`src/rtl/demux_1t2_32_pkg.sv`:
```
// Shared pipeline defines for the 1-to-2 demultiplexer.
//   DEF_WIDTH : default data word width
//   DEF_DEPTH : default entries per output buffer (power of two, >= 2)
//   DEF_CW    : default width of the per-channel transfer counters
//   ch_sel_e  : route select encoding sampled with the input word
package demux_1t2_32_pkg;

  localparam int unsigned DEF_WIDTH = 32;
  localparam int unsigned DEF_DEPTH = 2;
  localparam int unsigned DEF_CW    = 16;

  typedef enum logic {
    CH0 = 1'b0,
    CH1 = 1'b1
  } ch_sel_e;

endpackage

```
`src/rtl/demux_1t2_32_fifo_sync.sv`:
```
// Small synchronous FIFO used as a per-channel output buffer.
//   clk, rst_n : clock, asynchronous active-low reset
//   push, din  : write din at the tail (ignored when full or flushing)
//   pop        : advance the head (ignored when empty or flushing)
//   flush      : synchronous clear of pointers and count, highest priority
//   full/empty : occupancy flags derived from the registered count
//   count      : occupancy, 0..DEPTH inclusive
//   head       : oldest entry, forced to zero while empty
module fifo_sync
  import demux_1t2_32_pkg::*;
#(
  parameter int unsigned WIDTH = DEF_WIDTH,
  parameter int unsigned DEPTH = DEF_DEPTH
) (
  input  logic                     clk,
  input  logic                     rst_n,
  input  logic                     push,
  input  logic                     pop,
  input  logic                     flush,
  input  logic [WIDTH-1:0]         din,
  output logic                     full,
  output logic                     empty,
  output logic [$clog2(DEPTH):0]   count,
  output logic [WIDTH-1:0]         head
);

  localparam int unsigned AW = $clog2(DEPTH);
  localparam logic [AW:0]   DEPTH_C = (AW+1)'(DEPTH);
  localparam logic [AW:0]   CNT_ONE = (AW+1)'(1);
  localparam logic [AW-1:0] PTR_ONE = AW'(1);

  logic [WIDTH-1:0] mem [DEPTH];
  logic [AW-1:0]    wr_ptr;
  logic [AW-1:0]    rd_ptr;
  logic [AW:0]      cnt_q;
  logic             push_ok;
  logic             pop_ok;

  assign full    = (cnt_q == DEPTH_C);
  assign empty   = (cnt_q == '0);
  assign count   = cnt_q;
  assign push_ok = push && !full  && !flush;
  assign pop_ok  = pop  && !empty && !flush;

  // NOTE: the storage array has no reset; head is masked to zero while the
  // FIFO is empty, so stale entries never reach the outputs.
  always_ff @(posedge clk) begin
    if (push_ok) mem[wr_ptr] <= din;
  end

  // NOTE: sequential state uses non-blocking assignments only, so every
  // register samples its pre-edge inputs regardless of statement order.
  // Pointers are AW bits wide, so they wrap modulo DEPTH on their own.
  always_ff @(posedge clk or negedge rst_n) begin
    if (!rst_n) begin
      wr_ptr <= '0;
      rd_ptr <= '0;
      cnt_q  <= '0;
    end else if (flush) begin
      wr_ptr <= '0;
      rd_ptr <= '0;
      cnt_q  <= '0;
    end else begin
      if (push_ok) wr_ptr <= wr_ptr + PTR_ONE;
      if (pop_ok)  rd_ptr <= rd_ptr + PTR_ONE;
      // Simultaneous push and pop leaves the count unchanged.
      case ({push_ok, pop_ok})
        2'b10:   cnt_q <= cnt_q + CNT_ONE;
        2'b01:   cnt_q <= cnt_q - CNT_ONE;
        default: cnt_q <= cnt_q;
      endcase
    end
  end

  assign head = empty ? '0 : mem[rd_ptr];

endmodule

```
`src/rtl/demux_1t2_32.sv`:
```
// 1-to-2 demultiplexer with a small FIFO on each output channel.
//   clk, rst_n          : clock, asynchronous active-low reset
//   flush               : synchronous clear of both output buffers
//   in_valid/in_ready   : upstream handshake; in_data routed by s
//   s                   : 0 -> channel 0, 1 -> channel 1
//   ok_valid/ok_ready   : per-channel downstream handshake (k = 0, 1)
//   ok_data             : channel head word, zero while the channel is empty
//   cnt0, cnt1          : free-running count of words accepted per channel
module demux_1t2_32
  import demux_1t2_32_pkg::*;
#(
  parameter int unsigned WIDTH = DEF_WIDTH,
  parameter int unsigned DEPTH = DEF_DEPTH,
  parameter int unsigned CW    = DEF_CW
) (
  input  logic             clk,
  input  logic             rst_n,
  input  logic             flush,
  input  logic             in_valid,
  output logic             in_ready,
  input  logic [WIDTH-1:0] in_data,
  input  logic             s,
  output logic             o0_valid,
  input  logic             o0_ready,
  output logic [WIDTH-1:0] o0_data,
  output logic             o1_valid,
  input  logic             o1_ready,
  output logic [WIDTH-1:0] o1_data,
  output logic [CW-1:0]    cnt0,
  output logic [CW-1:0]    cnt1
);

  localparam int unsigned CNTW    = $clog2(DEPTH) + 1;
  localparam logic [CNTW-1:0] DEPTH_C = CNTW'(DEPTH);
  localparam logic [CW-1:0]   XFER_ONE = CW'(1);

  ch_sel_e         sel;
  logic [CNTW-1:0] count0;
  logic [CNTW-1:0] count1;
  logic [CNTW-1:0] sel_count;
  logic            empty0;
  logic            empty1;
  logic            full0;
  logic            full1;
  logic            unused_full;
  logic            push0;
  logic            push1;
  logic            pop0;
  logic            pop1;

  assign sel       = ch_sel_e'(s);
  assign sel_count = (sel == CH1) ? count1 : count0;

  // Ready depends only on registered counts, s and flush: a pop in the same
  // cycle does not free a slot for the incoming word. rst_n keeps it low
  // while the block is held in reset.
  assign in_ready = rst_n && !flush && (sel_count < DEPTH_C);

  assign push0 = in_valid && in_ready && (sel == CH0);
  assign push1 = in_valid && in_ready && (sel == CH1);
  assign pop0  = o0_valid && o0_ready;
  assign pop1  = o1_valid && o1_ready;

  assign o0_valid = !empty0;
  assign o1_valid = !empty1;

  // Fullness is already implied by the count comparison above.
  assign unused_full = full0 ^ full1;

  fifo_sync #(
    .WIDTH (WIDTH),
    .DEPTH (DEPTH)
  ) u_fifo0 (
    .clk   (clk),
    .rst_n (rst_n),
    .push  (push0),
    .pop   (pop0),
    .flush (flush),
    .din   (in_data),
    .full  (full0),
    .empty (empty0),
    .count (count0),
    .head  (o0_data)
  );

  fifo_sync #(
    .WIDTH (WIDTH),
    .DEPTH (DEPTH)
  ) u_fifo1 (
    .clk   (clk),
    .rst_n (rst_n),
    .push  (push1),
    .pop   (pop1),
    .flush (flush),
    .din   (in_data),
    .full  (full1),
    .empty (empty1),
    .count (count1),
    .head  (o1_data)
  );

  // Transfer counters survive flush; only reset clears them.
  always_ff @(posedge clk or negedge rst_n) begin
    if (!rst_n) begin
      cnt0 <= '0;
      cnt1 <= '0;
    end else begin
      if (push0) cnt0 <= cnt0 + XFER_ONE;
      if (push1) cnt1 <= cnt1 + XFER_ONE;
    end
  end

endmodule

```
`config.mk`:
```
export PLATFORM = sky130hd
export DESIGN_NAME = demux_1t2_32
export DESIGN_NICKNAME = d
export VERILOG_FILES = /design/src/rtl/demux_1t2_32_pkg.sv /design/src/rtl/demux_1t2_32_fifo_sync.sv /design/src/rtl/demux_1t2_32.sv
export SDC_FILE = /design/constraint.sdc
export NUM_CORES = 1
export LEC_CHECK = 0
export ABC_CLOCK_PERIOD_IN_PS = 3500
export CAP_MARGIN = 0
export CORE_MARGIN = 4
export CORE_UTILIZATION = 53
export CTS_BUF_LIST = sky130_fd_sc_hd__clkbuf_8
export CTS_CLUSTER_DIAMETER = 200
export CTS_CLUSTER_SIZE = 10
export DETAILED_ROUTE_END_ITERATION = 10
export HOLD_SLACK_MARGIN = 0.1
export PLACE_DENSITY = 0.83
export REMOVE_ABC_BUFFERS = 1
export SYNTH_ARGS = -nofsm -noshare
export SYNTH_HDL_FRONTEND = slang
export SYNTH_SLANG_ARGS = --single-unit
export TNS_END_PERCENT = 5
```
`constraint.sdc`:
```
create_clock -name clk -period 3.5 [get_ports clk]
set_input_delay 0.7 -clock clk [delete_from_list [all_inputs] [get_ports clk]]
set_output_delay 0.7 -clock clk [all_outputs]
set_load 0.02 [all_outputs]
```
Word-level counts from Yosys, hierarchy flattened
Memory sizes are Yosys's and may differ from the RTL's.
Cells that the tools add are included.
{ "classes": {"bitwise_logic": 1, "n_reduce_logical": 28, "mux": 19, "eq_ne": 6, "order_cmp": 1, "add_sub_neg": 10} }
{ "ops": {"columns": ["op", "n"], "rows": [
  ["32-bit two-way mux", 2],
  ["16-bit by 1-bit adder with 16-bit output, second input constant", 2],
  ["1-bit logical AND", 15],
  ["1-bit two-way mux", 12],
  ["2-bit equality test, second input constant", 4],
  ["2-bit one-hot mux with 2 select lines", 2],
  ["2-bit nonzero test", 4],
  ["2-bit two-way mux", 3],
  ["3-bit nonzero test", 2],
  ["1-bit logical NOT", 5],
  ["1-bit adder, second input constant", 4],
  ["2-bit by 1-bit adder with 2-bit output, second input constant", 2],
  ["2-bit by 1-bit equality test with 1-bit output, second input constant", 2],
  ["2-bit logical NOT", 2],
  ["2-bit by 1-bit subtractor with 2-bit output, second input constant", 2],
  ["2-bit less-than comparator, second input constant", 1],
  ["1-bit inverter", 1]
]} }
{ "word_totals": {"reg_bits": 40, "wordCells": 75, "n_memories": 2, "mem_bits_rw": 128, "in_bits": 39, "output_inout_bits": 99} }
{ "memory_table": {"columns": ["memory", "depth", "width", "read_ports", "rd_clocked_by_memory_dff", "wr", "line_no", "text"], "rows": [
  ["u_fifo0.mem", 2, 32, 1, 0, 1, "demux_1t2_32_fifo_sync.sv:32", "logic [WIDTH-1:0] mem [DEPTH];"],
  ["u_fifo1.mem", 2, 32, 1, 0, 1, "demux_1t2_32_fifo_sync.sv:32", null]
]} }

Longest topological paths before layout
Gate-level depths: netlist of run 1.
{ "logic_depth": {"ltp_word": 10, "mapped_depth": 5, "ltp_nobuf": 5} }

Modules after synthesis
From an unflattened synthesis of run 1, not the netlist that was laid out.
{ "unflattened": {"hier_cells": 451, "hier_area_um2": 6742.7} }
{ "modules_own_cells": {"columns": ["mod", "area_each_um2", "n_inst", "cells_per_inst", "seq_area_each_um2"], "rows": [
  ["fifo_sync", 2618.8, 2, 160, 2021.9],
  ["demux_1t2_32", 1505.2, 1, 131, 800.8]
]} }

Worst setup path before layout of run 1
OpenSTA, ideal clock, no wires.
{ "synth_timing": {"path_kind": "input port to flip-flop", "startpoint": "input flush", "endpoint": "memory u_fifo1.mem[0][0] in the netlist's numbering, enable pin", "t_required_ps": 3079, "arrival_time_ps": 2630, "path_buffers": 1, "setup_time_ps": 421, "cell_stages": 4, "slack_ps": 449, "cell_sequence": "buf_6 > and3b_2 > nand2_1 > nor2_1"} }
{ "synth_between": {"elab_chain_len": 9} }
{ "synth_rtl": {"columns": ["item", "line_no", "text"], "rows": [
  ["start: declaration", "demux_1t2_32.sv:18", "input logic flush,"],
  ["1-bit logical NOT (*)", "demux_1t2_32_fifo_sync.sv:42, demux_1t2_32.sv:57", null],
  ["1-bit logical AND (2 in series)", "demux_1t2_32.sv:57", "assign in_ready = rst_n && !flush && (sel_count < DEPTH_C);"],
  ["1-bit logical AND (2 in series)", "demux_1t2_32.sv:60", "assign push1 = in_valid && in_ready && (sel == CH1);"],
  ["1-bit logical AND", "demux_1t2_32_fifo_sync.sv:42", "assign push_ok = push && !full && !flush;"],
  ["1-bit logical AND (*)", "demux_1t2_32_fifo_sync.sv:42", null],
  ["1-bit two-way mux (*)", "demux_1t2_32_fifo_sync.sv:48", "if (push_ok) mem[wr_ptr] <= din;"],
  ["1-bit two-way mux (not written as such) (*)", "demux_1t2_32_fifo_sync.sv:48", null],
  ["end: declaration", "demux_1t2_32_fifo_sync.sv:32", null]
]} }
Every way passes the cells marked *; elsewhere a longest branch is shown, timed or not.

Worst setup path in the final report of run 1
{ "layout_timing": {"startpoint": "input s", "endpoint": "output in_ready"} }
{ "layout_between": {"elab_chain_len": 3} }
{ "layout_rtl": {"columns": ["item", "line_no", "text"], "rows": [
  ["start: declaration", "demux_1t2_32.sv:22", "input logic s,"],
  ["2-bit two-way mux", "demux_1t2_32.sv:52", "assign sel_count = (sel == CH1) ? count1 : count0;"],
  ["2-bit less-than comparator", "demux_1t2_32.sv:57", null],
  ["1-bit logical AND", "demux_1t2_32.sv:57", null],
  ["end: declaration", "demux_1t2_32.sv:20", "output logic in_ready,"]
]} }
No other way between the ends.

==> results.ini, run 1 <==
[route]
via_count = 4029
first_pass_iters = 4
via_per_inst = 5.21
wire_per_inst_um = 17.7
drt_iter0_markers = 262
wirelength_um = 13700
drc = 0
antenna_left = 0

[floorplan]
rows = 40
die_area_um2 = 14500
io_pins = 138
floorplan.initialDensity = 0.549
coreArea_um2 = 12200
die_h_um = 121
die_w_um = 121

[worst_setup_path]
ff2ff_setup_slack_ns = 1.73
cp_slowest_stage_delay_ns = 0.61
required_ns = 2.80
crit_path_start_kind = input port
end_kind = primary output
path_max_fanout = 4
worstPathArrival_ns = 2.34
path_class = in2out
r2r-end = u_fifo0.mem[1][30]$_DFFE_PP_
cpMaxStageDelayCell = clkdlybuf4s50_1
timing.rr.start = u_fifo0.count[1]$_DFFE_PN0P_
reg2reg_depth = 3
crit_chain = clkdlybuf4s50_1 -> nor2b_1 -> nor2_1 -> nor2_1 -> clkdlybuf4s50_1

[run]
max_cap_viol_count = 0

[global_route]
gr-total-overflow = 0
antenna_found_initial = 0
grt_pass1_vias = 4157
grt_max_degree = 43
grt_pass1_wl_um = 21900
globalRouteTotalUtil = 0.196

[clock_network]
cts.sinks = 168
clock_path_buffers = 2
numCtsBuffers = 17
cts_resized = 0
cts_setup_buffers = 0
cts_tree = yes
path_clk_slew_ns = 0.08
htreeDepth = 4
ctsRootBufferMaster = clkbuf_8
clkLatencyLatePin_ns = 0.43
holdBufCountCts = 0

[synthesis]
yosysWarnings = 0
synth-edff-count = 128
synth.top_cells.by_count = edfxtp_1 (128), nor2_1 (81), mux2i_1 (64)
ys_ff_latch = 168
yosysTopAreaCellShare = 0.573
ys.flop_type = edfxtp_1
syn_area_um2 = 6710
synth_area_leaders = edfxtp_1 (57%), dfrtp_1 (15%), mux2i_1 (9.6%)
syn_inst = 442
synth.distinct_cells = 34
ys_async_sr_fraction = 0.238
synth_seq_area_share = 0.722
synth_top_cell_by_area = edfxtp_1
post-synth-top-count-cell = edfxtp_1
synth.avg_cell_area_um2 = 15.2

[sta]
fin_tns_setup_ns = 0
post-route-period-util = 0.870
rsz0062_at_grt = no
fin_skew_ns = 0.00715
drv_slew = 0
hold_viol_final = 0
relSlewSlack = 0.653
fmax_ghz = 0.329
fin_crit_ns = 3.04
worst_pin_slew_ns = 0.521
setup_viol = 0

[layout]
drive_above_1_share = 0.0957
areaGrowthSynthToFinish_pct = 29.6
finalNonFillerCells = 774
n_antenna_cell = 0
nets = 634

[pwr]
cellPowerDensity_nw_per_um2 = 463
peakVddDrop_uv = 338
p_leak_nw = 3.02

[hold_path]
hp-class = in2async

[placed_design]
hpwl_um = 8960
io_buffer_count = 137
place_inst = 742
gp_congestion = 0.797

[run_status]
status = finished clean

critical path: cells and delay by family:
family                 cells  cell delay (ns)
buffers and inverters      2             1.22
and+or+nand+nor            3             0.41
sequential cells by signal, indices dropped and copies added (netlist names):
signal and count:
u_fifo0.mem 64, u_fifo1.mem 64, cnt0 16, cnt1 16, u_fifo0.count 2, u_fifo1.count 2, u_fifo0.rd_ptr 1, u_fifo0.wr_ptr 1
u_fifo1.rd_ptr 1, u_fifo1.wr_ptr 1
report_power, final:
part	switching (mW)	total [mW]	internal, mW
sequential	0.0772	2.29	2.21
clock	0.617	1.15	0.535
combinational	0.310	0.583	0.272
per-layer routing:
layer	routed length (µm)	GRT usage	part of all wire
met3	1020	0.0636	0.075
met1	5890	0.252	0.43
met4	210	0.0644	0.015
met2	6570	0.319	0.48
met5	0	0	0
per-stage QoR:
step	utilization	hold slack (ns)	worst slack, ns	cell area (µm²)	total power [mW]
after floorplan	-	0.404	0.568	6640	2.59
after global placement	0.685	0.466	0.492	8360	2.90
after detailed placement	0.685	0.478	0.479	8360	2.91
after CTS	0.712	0.335	0.467	8690	4.06
after global routing	0.712	0.363	0.361	8690	4.22
final	0.712	0.344	0.456	8690	4.02
cells by family (layout without fill, tap and decap cells):
| kind of cell | count (synthesis) | count (layout) | synth area share |
|---|---|---|---|
| flops | 168 | 168 | 0.722 |
| buf+inv | 23 | 187 | 0.0151 |
| fa+ha+maj | 2 | 2 | 0.00373 |
| mux | 64 | 64 | 0.0955 |
| simple gates | 142 | 142 | 0.111 |
| compound gates | 8 | 8 | 0.00597 |
| xor+xnor | 35 | 35 | 0.0468 |
cell type report:
cell class / instances / area, µm²
inverter: 8 / 30.0
sequential: 168 / 4850
tap: 168 / 210
timing repair buffer: 147 / 1490
clock buffer: 17 / 234
clock inverter: 15 / 95.1
fill: 823 / 3520
multi-input combinational: 251 / 1780
placed cells by master (no fill, tap or decap), types with 4 or more instances in the layout:
master / n
nand4_1: 5
xnor2_1: 25
dfrtp_1: 38
clkdlybuf4s50_1: 136
and4_1: 4
xor2_1: 9
o21ai_0: 6
buf_4: 6
buf_12: 4
clkbuf_8: 17
nor2_1: 77
nand2_1: 17
mux2i_1: 64
nand3_1: 9
clkinv_1: 6
clkinv_2: 4
inv_1: 10
edfxtp_1: 128
worst max path at each step:
stage	start	cells past startpoint	end	slack [ns]
CTS	s	5	in_ready	0.47
global placement	s	5	in_ready	0.49
floorplan	flush	3	u_fifo1.mem[0][0]$_DFFE_PP_	0.57
global route	flush	4	in_ready	0.36
finish	s	5	in_ready	0.46
detailed placement	s	5	in_ready	0.48
Note: power is estimated with default switching activity, not from simulation.
==> run 2: changes to the inputs <==
--- a/config.mk
+++ b/config.mk
@@ -8,13 +8,14 @@
 export ABC_CLOCK_PERIOD_IN_PS = 3500
 export CAP_MARGIN = 0
 export CORE_MARGIN = 4
-export CORE_UTILIZATION = 53
+export CORE_UTILIZATION = 60
 export CTS_BUF_LIST = sky130_fd_sc_hd__clkbuf_8
 export CTS_CLUSTER_DIAMETER = 200
 export CTS_CLUSTER_SIZE = 10
 export DETAILED_ROUTE_END_ITERATION = 10
+export DONT_BUFFER_PORTS = 1
 export HOLD_SLACK_MARGIN = 0.1
-export PLACE_DENSITY = 0.83
+export PLACE_DENSITY = 0.77
 export REMOVE_ABC_BUFFERS = 1
 export SYNTH_ARGS = -nofsm -noshare
 export SYNTH_HDL_FRONTEND = slang
==> run 2 against run 1 <==
  * Worst hold slack worse by 0.021 ns
  * Maximum frequency is 7.3% higher
  * Critical path depth is 3 lower
  * Clock power rose by 43%
  * Design area fell by 15%
  * Sequential cell count is the same
  * Worst setup slack improved by 0.21 ns
  * Die area decreased by 11%
  * Wire length down 9.4%
  * Utilization decreased by 3.3 points
  * Sequential share of layout area rose by 9.8 points
  * Non-clock buffer count down 140
  * Critical endpoint is now o1_data[21]
  * Largest cell class unchanged
  * Highest routed layer unchanged
==> results.ini, run 2 (same netlist as run 1, synthesis figures left out) <==
[floorplan]
rows = 38  ; -5.0%
coreArea_um2 = 10900  ; -11%
floorplan.initialDensity = 0.616  ; +0.0668
die_h_um = 114  ; -5.6%
io_pins = 138  ; unchanged
die_w_um = 114  ; -5.6%
die_area_um2 = 12900  ; -11%

[route]
antenna_left = 0  ; unchanged
drt_iter0_markers = 161  ; -39%
drc = 0  ; unchanged
wirelength_um = 12400  ; -9.4%
wire_per_inst_um = 20.5  ; +16%
first_pass_iters = 4  ; unchanged
via_count = 3461  ; -14%
via_per_inst = 5.71  ; +9.7%

[layout]
regArea_um2 = 4850  ; unchanged
multi_input_area_um2 = 1780  ; unchanged
drive_above_1_share = 0.122  ; +0.0266
fillers = 757  ; -8.0%
nets = 494  ; -22%
areaGrowthSynthToFinish_pct = 10.2
n_antenna_cell = 0  ; unchanged
top_regs = u_fifo0.mem x64, u_fifo1.mem x64
finalNonFillerCells = 606  ; -22%
layout_common_cells = edfxtp_1 (128), nor2_1 (77), mux2i_1 (64), dfrtp_1 (38), xnor2_1 (25)
final_area_um2 = 7390  ; -15%
mostFrequentLayoutCell = edfxtp_1

[sta]
hold_ws_ns = 0.323  ; -0.0211 ns
setup_ws_ns = 0.663  ; +0.207 ns
hold_viol_final = 0  ; unchanged
worst_pin_slew_ns = 1.05  ; +0.524 ns
fin_skew_ns = 0.0125  ; +0.00540 ns
setup_viol = 0  ; unchanged
fmax_ghz = 0.352  ; +7.3%
post-route-period-util = 0.811  ; -0.0591
fin_tns_setup_ns = 0  ; unchanged
drv_slew = 0  ; unchanged
rsz0062_at_grt = no
relSlewSlack = 0.303  ; -0.350
fin_crit_ns = 2.84  ; -0.207 ns

[clock_network]
cts.sinks = 168  ; unchanged
cts_tree = yes
cts_resized = 0  ; unchanged
numCtsBuffers = 17  ; unchanged
clock_path_buffers = 2  ; unchanged
htreeDepth = 4  ; unchanged
ctsRootBufferMaster = clkbuf_8
path_clk_slew_ns = 0.08  ; about the same
clkLatencyLatePin_ns = 0.43  ; about the same

[worst_setup_path]
timing.rr.start = u_fifo1.count[1]$_DFFE_PN0P_
reg2reg_depth = 3  ; unchanged
path_class = reg2out
required_ns = 2.80  ; about the same
crit_path_start_kind = register
r2r-end = u_fifo1.mem[0][30]$_DFFE_PP_
path_max_fanout = 33  ; +29
end_kind = primary output
ff2ff_setup_slack_ns = 1.42  ; -0.31 ns
worstPathArrival_ns = 2.14  ; -0.20 ns

[global_route]
globalRouteTotalUtil = 0.200  ; +0.00334
gr-total-overflow = 0  ; unchanged
grt_pass1_vias = 3573  ; -14%
antenna_found_initial = 0  ; unchanged
grt_max_degree = 41  ; -4.7%
grt_pass1_wl_um = 19200  ; -12%

[placed_design]
pre_cts_slack_ns = 1.06  ; +0.577 ns
io_buffer_count = 0  ; -100%
place_inst = 572  ; -23%
gp_congestion = 0.727  ; -8.8%
place_area_um2 = 6870  ; -18%
hpwl_um = 8020  ; -10%

[run]
max_cap_viol_count = 0  ; unchanged

[pwr]
p_switching_mw = 0.981  ; -2.4%
pwr-share-comb = 0.067  ; -0.078
peakVddDrop_uv = 308  ; -8.9%
intPower_mw = 3.29  ; +9.1%
cellPowerDensity_nw_per_um2 = 578  ; +25%
p_clk_frac = 0.383  ; +0.097
pwr-share-seq = 0.550  ; -0.019
switching_share = 0.230  ; -0.0202
p_leak_nw = 2.57  ; -15%

[hold_path]
hp-class = in2reg
hold-path-endpoint = u_fifo0.count[1]$_DFFE_PN0P_
hp-start = flush
hold_depth = 1

[run_status]
status = finished clean

==> run 2: layout make-up <==
type,instances,area share
inverters,8,0.00406
repair buffers,7,0.00914
clock inverters,15,0.0347
multi-input cells,251,0.241
well taps,140,0.0237
flip-flops and latches,168,0.655
clock buffers,17,0.0316
==> run 2: metal layers <==
layer	GRT usage	up-vias	wire length [µm]
li1	-	1605	-
met1	0.251	1700	5060
met2	0.318	143	5920
met3	0.0844	13	1300
met4	0.0617	0	123
met5	0	-	0
==> run 2: worst max path at each step <==
stage / start / end / slack, ns / cells after the start
2_1_floorplan: flush / u_fifo1.mem[0][0]$_DFFE_PP_ / 0.57 / 3
3_5_place_dp: flush / u_fifo1.mem[0][19]$_DFFE_PP_ / 1.06 / 3
3_3_place_gp: flush / u_fifo1.mem[0][0]$_DFFE_PP_ / 1.13 / 3
6_report: u_fifo1.rd_ptr$_DFFE_PN0P_ / o1_data[21] / 0.66 / 2
5_1_grt: u_fifo1.rd_ptr$_DFFE_PN0P_ / o1_data[30] / 0.56 / 2
4_1_cts: u_fifo1.rd_ptr$_DFFE_PN0P_ / o1_data[21] / 0.64 / 2
==> run 2: timing repair <==
action	CTS	global route
setup buffers	0	0
endpoints found under the hold margin	40	0
hold buffers	2	0
setup endpoints to repair	0	0
==> run 2: through the flow <==
stage | util | power [mW]
floorplan | - | 2.59
CTS | 0.679 | 4.31
global route | 0.679 | 4.45
global placement | 0.631 | 2.66
finish | 0.679 | 4.27
detailed placement | 0.631 | 2.67
==> run 2: power by group through the flow <==
stage / logic [mW] / clock network [mW] / registers [mW]
2_1_floorplan: 0.219 / 0 / 2.37
5_1_grt: 0.313 / 1.77 / 2.36
4_1_cts: 0.289 / 1.67 / 2.35
6_report: 0.285 / 1.64 / 2.35
3_5_place_dp: 0.275 / 0 / 2.40
3_3_place_gp: 0.265 / 0 / 2.39
==> run 2: worst max-delay path, cell delays in order, from the launching register on <==
cell and delay (ns):
dfrtp_2 1.05, mux2i_1 0.25, nor2_1 0.36
